==> config.mk <==
export PLATFORM = sky130hd
export DESIGN_NAME = bin_to_bcd_seq
export DESIGN_NICKNAME = d
export VERILOG_FILES = /design/src/rtl/bin_to_bcd_seq.sv
export SDC_FILE = /design/constraint.sdc
export NUM_CORES = 1
export LEC_CHECK = 0
export ABC_AREA = 1
export BUFFER_PORTS_ARGS = -buffer_cell sky130_fd_sc_hd__buf_4
export CORE_ASPECT_RATIO = 1.5
export CORE_MARGIN = 4
export CORE_UTILIZATION = 55
export CTS_BUF_LIST = sky130_fd_sc_hd__clkbuf_8
export CTS_CLUSTER_DIAMETER = 100
export DETAILED_ROUTE_END_ITERATION = 8
export GPL_TIMING_DRIVEN = 0
export MAX_ROUTING_LAYER = met4
export PLACE_DENSITY = 0.75
export SETUP_SLACK_MARGIN = 0.05
export SKIP_LAST_GASP = 1
export SLEW_MARGIN = 20
export SYNTH_ARGS = -nofsm -noshare
export SYNTH_HDL_FRONTEND = slang
export SYNTH_SLANG_ARGS = --single-unit
==> constraint.sdc <==
create_clock -name clk -period 1.8 [get_ports clk]
set_input_delay 0.36 -clock clk [delete_from_list [all_inputs] [get_ports clk]]
set_output_delay 0.36 -clock clk [all_outputs]
set_load 0.03 [all_outputs]
==> src/rtl/bin_to_bcd_seq.sv <==
// Sequential binary-to-BCD converter (double dabble), one adjust+shift step per clock.
// Valid/ready on both sides; optional signed input, overflow saturation and leading-zero blanking.
module bin_to_bcd_seq #(
  parameter int BIN_W  = 16,
  parameter int DIGITS = 5,
  parameter int SIGNED = 0
) (
  input  logic                clk,
  input  logic                rst_n,
  input  logic                in_valid,
  output logic                in_ready,
  input  logic [BIN_W-1:0]    in_data,
  output logic                out_valid,
  input  logic                out_ready,
  output logic [4*DIGITS-1:0] out_bcd,
  output logic                out_sign,
  output logic                out_overflow,
  output logic [DIGITS-1:0]   out_blank,
  output logic                busy
);

  localparam int BCD_W = 4 * DIGITS;
  localparam int CNT_W = $clog2(BIN_W + 1);
  localparam logic [DIGITS-1:0] BLANK_RST = {DIGITS{1'b1}} << 1;

  typedef enum logic [1:0] {
    IDLE,
    SHIFT,
    DONE
  } state_t;

  state_t state_q, state_d;

  logic [BIN_W-1:0] bin_q;
  logic [BCD_W-1:0] bcd_q;
  logic             ovf_q;
  logic             sign_q;
  logic [CNT_W-1:0] cnt_q;

  logic             in_fire;
  logic             out_fire;
  logic             last_step;
  logic             neg;
  logic [BIN_W-1:0] mag;
  logic [BCD_W-1:0] adj;
  logic [BCD_W-1:0] bcd_shift;
  logic [BIN_W-1:0] bin_shift;
  logic             ovf_shift;
  logic             sat;
  logic [BCD_W-1:0] final_bcd;
  logic [DIGITS-1:0] final_blank;
  logic             zero_above;

  assign in_ready  = (state_q == IDLE);
  assign busy      = (state_q == SHIFT);
  assign out_valid = (state_q == DONE);
  assign in_fire   = in_valid & in_ready;
  assign out_fire  = out_valid & out_ready;
  assign last_step = (state_q == SHIFT) && (cnt_q == CNT_W'(1));

  // Magnitude is kept unsigned, so -2^(BIN_W-1) negates to itself and reads as 2^(BIN_W-1).
  assign neg = (SIGNED != 0) && in_data[BIN_W-1];
  assign mag = neg ? (~in_data + BIN_W'(1)) : in_data;

  always_comb begin
    // NOTE: every combinational output gets a default first, so no path can infer a latch.
    state_d = state_q;
    unique case (state_q)
      IDLE:    if (in_fire) state_d = SHIFT;
      SHIFT:   if (cnt_q == CNT_W'(1)) state_d = DONE;
      DONE:    if (out_fire) state_d = IDLE;
      default: state_d = IDLE;
    endcase
  end

  always_ff @(posedge clk or negedge rst_n) begin
    // NOTE: sequential state uses non-blocking assignments so every flop samples pre-edge values.
    if (!rst_n) state_q <= IDLE;
    else        state_q <= state_d;
  end

  // One double-dabble step: add 3 to each digit >= 5, then shift {ovf, bcd, bin} left.
  always_comb begin
    adj = bcd_q;
    for (int d = 0; d < DIGITS; d++) begin
      if (bcd_q[4*d +: 4] >= 4'd5) adj[4*d +: 4] = bcd_q[4*d +: 4] + 4'd3;
    end
    bcd_shift = {adj[BCD_W-2:0], bin_q[BIN_W-1]};
    bin_shift = {bin_q[BIN_W-2:0], 1'b0};
    ovf_shift = ovf_q | adj[BCD_W-1];
    sat       = ovf_shift | (bcd_shift[BCD_W-1 -: 4] > 4'd9);
    final_bcd = sat ? {DIGITS{4'h9}} : bcd_shift;
  end

  // Blank a digit when it and every digit above it are zero; digit 0 is always shown.
  always_comb begin
    final_blank = '0;
    zero_above  = 1'b1;
    for (int d = DIGITS - 1; d >= 1; d--) begin
      zero_above     = zero_above & (final_bcd[4*d +: 4] == 4'd0);
      final_blank[d] = zero_above;
    end
  end

  always_ff @(posedge clk or negedge rst_n) begin
    // NOTE: datapath registers are reset too, so an aborted conversion leaves nothing behind.
    if (!rst_n) begin
      bin_q        <= '0;
      bcd_q        <= '0;
      ovf_q        <= 1'b0;
      sign_q       <= 1'b0;
      cnt_q        <= '0;
      out_bcd      <= '0;
      out_sign     <= 1'b0;
      out_overflow <= 1'b0;
      out_blank    <= BLANK_RST;
    end else if (in_fire) begin
      bin_q  <= mag;
      bcd_q  <= '0;
      ovf_q  <= 1'b0;
      sign_q <= neg;
      cnt_q  <= CNT_W'(BIN_W);
    end else if (state_q == SHIFT) begin
      bin_q <= bin_shift;
      bcd_q <= bcd_shift;
      ovf_q <= ovf_shift;
      cnt_q <= cnt_q - CNT_W'(1);
      if (last_step) begin
        out_bcd      <= final_bcd;
        out_sign     <= sign_q;
        out_overflow <= sat;
        out_blank    <= final_blank;
      end
    end
  end

endmodule

; ---- After elaboration in Yosys (flattened, before gate mapping)
; Cells that the tools add are included.
[totals]
regBits = 69
latchBits = 0
ram_bits = 0
romBits = 0
in_bits = 20
output_inout_bits = 30
wordCells = 61
mem_count = 0
[op_classes]
add_sub_neg = 6
multipliers = 0
n_div = 0
n_lt_le_gt_ge = 6
eq_ne = 6
n_shift = 0
n_mux = 18
bitwise_logic = 8
n_reduce_logical = 9
[ops]
columns = op, count
row1 = $mux 20, 3
row2 = $mux 16, 2
row3 = $add 4x2->4 const B, 5
row4 = $ge 4x3->1 const B, 5
row5 = $mux 4, 5
row6 = $logic_not 4->1, 4
row7 = $mux 5, 2
row8 = $mux 2, 3
row9 = $ne 2x1->1 const B, 3
row10 = $pmux 2 s3, 1
row11 = $reduce_and 3->1, 2
row12 = $and 1x1->1, 5
row13 = $eq 5x1->1 const B, 1
row14 = $sub 5x1->5 const B, 1
row15 = $gt 4x4->1 const B, 1
row16 = $eq 2x1->1 const B, 1
row17 = $eq 2x2->1 const B, 1
row18 = $logic_not 2->1, 1
row19 = $mux 1, 2
row20 = $or 1x1->1, 2
row21 = $reduce_bool 2->1, 1
row22 = $logic_and 1x1->1, 1
row23 = $not 1->1, 1

; ---- Depth between registers and ports, before layout
[depth]
depth_word = 9
mapped_depth = 14

; ---- Worst setup path before layout
; Ideal clock, no wire load.
[synth_timing]
path_kind = flip-flop to flip-flop
from = register state_q[0]
to = register bcd_q[10]
setup_time_ps = 141
arrival_ps = 1641
required_ps = 1659
setup_slack_ps = 18
path_stages_with_launch = 7
synth_period_minus_slack_ps = 1782
cell_sequence = dfrtp_1 -> nor2_1 -> nand2_1 -> nand2_1 -> buf_4 -> buf_2 -> o22ai_1
[synth_between]
elab_chain_len = 3
[synth_rtl]
columns = item, line
row1 = start: declaration, 32  ; state_t state_q, state_d;
row2 = start signal: assignment, 79  ; else state_q <= state_d;
row3 = $logic_not 2->1 *, 54  ; assign in_ready = (state_q == IDLE);
row4 = named net in_ready, 11  ; output logic in_ready,
row5 = $and 1x1->1 *, 57  ; assign in_fire = in_valid & in_ready;
row6 = $mux 20 / $reduce_bool 2->1 (equally long branches), n/a
row7 = end signal: assignment, 125  ; bcd_q <= bcd_shift;
row8 = end: declaration, 35  ; logic [BCD_W-1:0] bcd_q;
; The timed path passes the listed nets; every way through them passes the cells marked *.
; A chain may end at the register's enable or synchronous reset.

; ---- Worst setup path after layout
[layout_timing]
from = register bcd_q[16]
to = register out_blank[1]
[layout_between]
elab_chain_len = 9
[layout_rtl]
columns = item, line
row1 = $add 4x2->4 / $ge 4x3->1 (equally long branches), 86  ; if (bcd_q[4*d +: 4] >= 4'd5) adj[4*d +: 4] = bcd_q[4*d +: 4] + 4'd3;
row2 = $mux 4 *, 86
row3 = $gt 4x4->1 / $or 1x1->1 (equally long branches), "91, 90"
row4 = $or 1x1->1, 91  ; sat = ovf_shift | (bcd_shift[BCD_W-1 -: 4] > 4'd9);
row5 = $mux 20 *, 92  ; final_bcd = sat ? {DIGITS{4'h9}} : bcd_shift;
row6 = $logic_not 4->1, 100  ; zero_above = zero_above & (final_bcd[4*d +: 4] == 4'd0);
row7 = $and 1x1->1 (2 in a row), 100
row8 = $and 1x1->1 *, 100
row9 = end signal: assignment, 132  ; out_blank <= final_blank;
row10 = end: declaration, 18  ; output logic [DIGITS-1:0] out_blank,
; Every way passes the cells marked *; elsewhere a longest branch is shown, timed or not.

==> key figures <==
Layout
  • Final nets: 487
  • Layout cells sized above 1: 33.7%
  • Area Growth Syn to Fin: 26.3%
  • Most frequent cells in the layout: nand2_1 (80), buf_4 (68), dfrtp_1 (65)
  • Multi-input gate area: 0.00148 sq mm
  • Non-Filler Instances: 532
  • Antenna Cells: 0
  • Final Cell Area: 0.00429 sq mm
  • Commonest non-fill, non-tap cell in the layout: nand2_1
  • Post-Route Utilization: 72.6%
  • Reg area: 0.00173 sq mm
  • Filler cell count: 445

Die
  • Die footprint: 0.00752 sq mm
  • Initial Util: 57.4%
  • Die H: 104 um
  • IO Pins: 50
  • Core area: 0.00591 sq mm
  • Row cnt: 34
  • Die outline width: 72.2 um

Clock network
  • CTS Buffer Depth: 2
  • CTS Buf Count: 9
  • Worst-skew pair later-pin latency: 0.34 ns
  • Clock-pin slew on the worst setup and hold paths: 0.07 ns
  • H-tree lvl count: 3
  • CTS tree: yes
  • Hold_buf cts: 0
  • CTS Sinks: 69
  • Clock root cell: clkbuf_8

Power
  • Power Density: 2000 mW/mm^2
  • Peak supply drop: 0.000975 V
  • Leak pwr: 2.19 nW

STA
  • Final hold slack: 0.110 ns
  • Slew margin rel.: 42.6%
  • Final setup viols: 0
  • Worst setup margin: 0.0462 ns
  • Worst Max-Slew Pin Slew: 0.861 ns
  • Final Skew: 0.00627 ns
  • RSZ-0062 raised after global routing: yes
  • Max Fclk: 570 MHz
  • Max-slew violation count: 0
  • Final hold vios: 0
  • Min Tclk post-route: 1.75 ns
  • Period utilization: 97.4%

Route
  • 1st-iter DRT viols: 183
  • Avg WL per Cell: 14.9 um
  • DR pass1 iterations: 4
  • Via count: 2923
  • DRT Wirelength: 7940 um
  • Vias per cell: 5.49
  • Antenna Nets Post-Route: 0
  • # DRC: 0

Synth
  • Post-Syn Instances: 380
  • Average size of a mapped cell: 8.94 sq um
  • Post-synthesis sequential area ratio: 51.0%
  • Seq cells post-synth: 69
  • Synth warn: 0
  • Share of the synthesized area in the top cell type: 47.9%
  • Largest cells by area after synthesis: dfrtp_1 (48%), nand2_1 (9.6%), inv_1 (5.9%)
  • Post-synth ARST share: 100%
  • Post-synth EDFFs: 0
  • Synthesized cell area: 0.00340 sq mm
  • Synth area leader: dfrtp_1
  • Main flop type after synthesis: dfrtp_1
  • Distinct cells, synth: 38

Global routing
  • First-pass GRT wire length: 13000 um
  • Vias in the first global route: 2920
  • Largest net degree at the start of global routing: 70
  • Gr usage total: 22.3%
  • Remaining global-route overflow: 0
  • Antenna violations before repair: 0

Outcome
  • Status: finished, final reports clean

Placed design
  • Placed Area: 0.00385 sq mm
  • Dpl hpwl: 5350 um
  • Post-Place Worst Slack: -0.0633 ns
  • RePlAce Congestion: 0.817
  • Placed cell count: 500
  • # port buffers: 47

Flow run
  • Max Cap Viol: 0

Setup path
  • Startpoint Class: flip-flop
  • Critical path capture point type: flip-flop
  • Crit path DAT: 2.04 ns
  • Worst setup path category: reg2reg
  • Worst-path fanout max: 3
  • CP Data Required Time: 2.08 ns

Worst hold path
  • HP Class: in2async
## stage by stage
step,TNS [ns],power [mW]
floorplan,0,5.53
global placement,0,6.55
detailed placement,-0.486,6.69
CTS,0,8.03
global route,-0.489,9.22
finish,0,8.58
## sequential cells by signal, summed over array words and instances, names as in the netlist
signal / count
bcd_q: 20
bin_q: 16
cnt_q: 5
ovf_q: 1
out_blank: 4
state_q: 2
out_overflow: 1
out_bcd: 20
## final timing paths
path	start	endpoint	slack, ns	cells past startpoint
max	bcd_q[16]	out_blank[1]	0.05	12
min	rst_n	bcd_q[11]	0.11	1
max reg2reg	bcd_q[16]	out_blank[1]	0.05	12
min reg2reg	out_blank[4]	out_blank[4]	0.47	2
max in group asynchronous	rst_n	out_bcd[2]	1.11	1
min in group clk	out_ready	state_q[1]	0.19	2
## Yosys cell counts (2+ instances only)
library cell   n
xor2_1         2
nand2_1       87
or2_2          4
ha_1          12
a2bb2oi_1      4
dfrtp_1       65
buf_2          5
o221ai_1      15
inv_1         53
a21oi_1        6
nor2_2         3
o21ai_1        2
o22ai_1       15
o21ai_0       23
dfstp_2        4
nand4_1        7
clkbuf_1       4
nand3_1       21
inv_2          9
nor2_1        10
buf_4          5
a22oi_2        6
nand2_2        3
## power by group
group	switching, mW	leakage (nW)	internal (mW)
sequential	0.403	0.849	2.23
combinational	2.94	1.23	1.85
clock	0.553	0.106	0.597
total	3.90	2.19	4.68
## per-layer routing
metal / global-route usage [%] / vias up / share of wire, %
li1: - / 1407 / -
met1: 26.0 / 1404 / 39
met2: 37.2 / 93 / 53
met3: 3.87 / 19 / 5.1
met4: 9.27 / 0 / 2.6
met5: - / - / 0
## worst max-delay path, cell delays in order (launching register included)
cell and delay [ns]:
dfrtp_1 0.43, inv_2 0.10, ha_4 0.14, inv_1 0.06, nand3_1 0.11, o21ai_2 0.09, inv_1 0.09, nand3_2 0.11
nor2_2 0.13, nand3_1 0.10, nor2_2 0.14, nand4_1 0.11, nand2_1 0.08
## layout make-up
class	count	share of cell area, %
clock buffers	12	3.85
plain buffers	15	2.16
repair buffers	63	11.0
clock inverters	4	0.379
multi-input cells	233	34.4
inverters	64	5.71
well taps	72	2.10
flip-flops and latches	69	40.3
## kinds of logic after synthesis
kind of cell,synth area share (%)
other cells,0.110
simple gates,18.7
xor+xnor,0.516
fa+ha+maj,4.42
flops,51.0
mux,0.331
compound gates,15.4
buf+inv,9.54
## repair_timing
item	CTS	global route
setup buffers	6	10
resized for setup	14	33
endpoints found under the setup margin	16	35
gates cloned	0	0
pin swaps	7	15
hold endpoints to repair	0	0
Note: power is estimated with default switching activity, not from simulation.
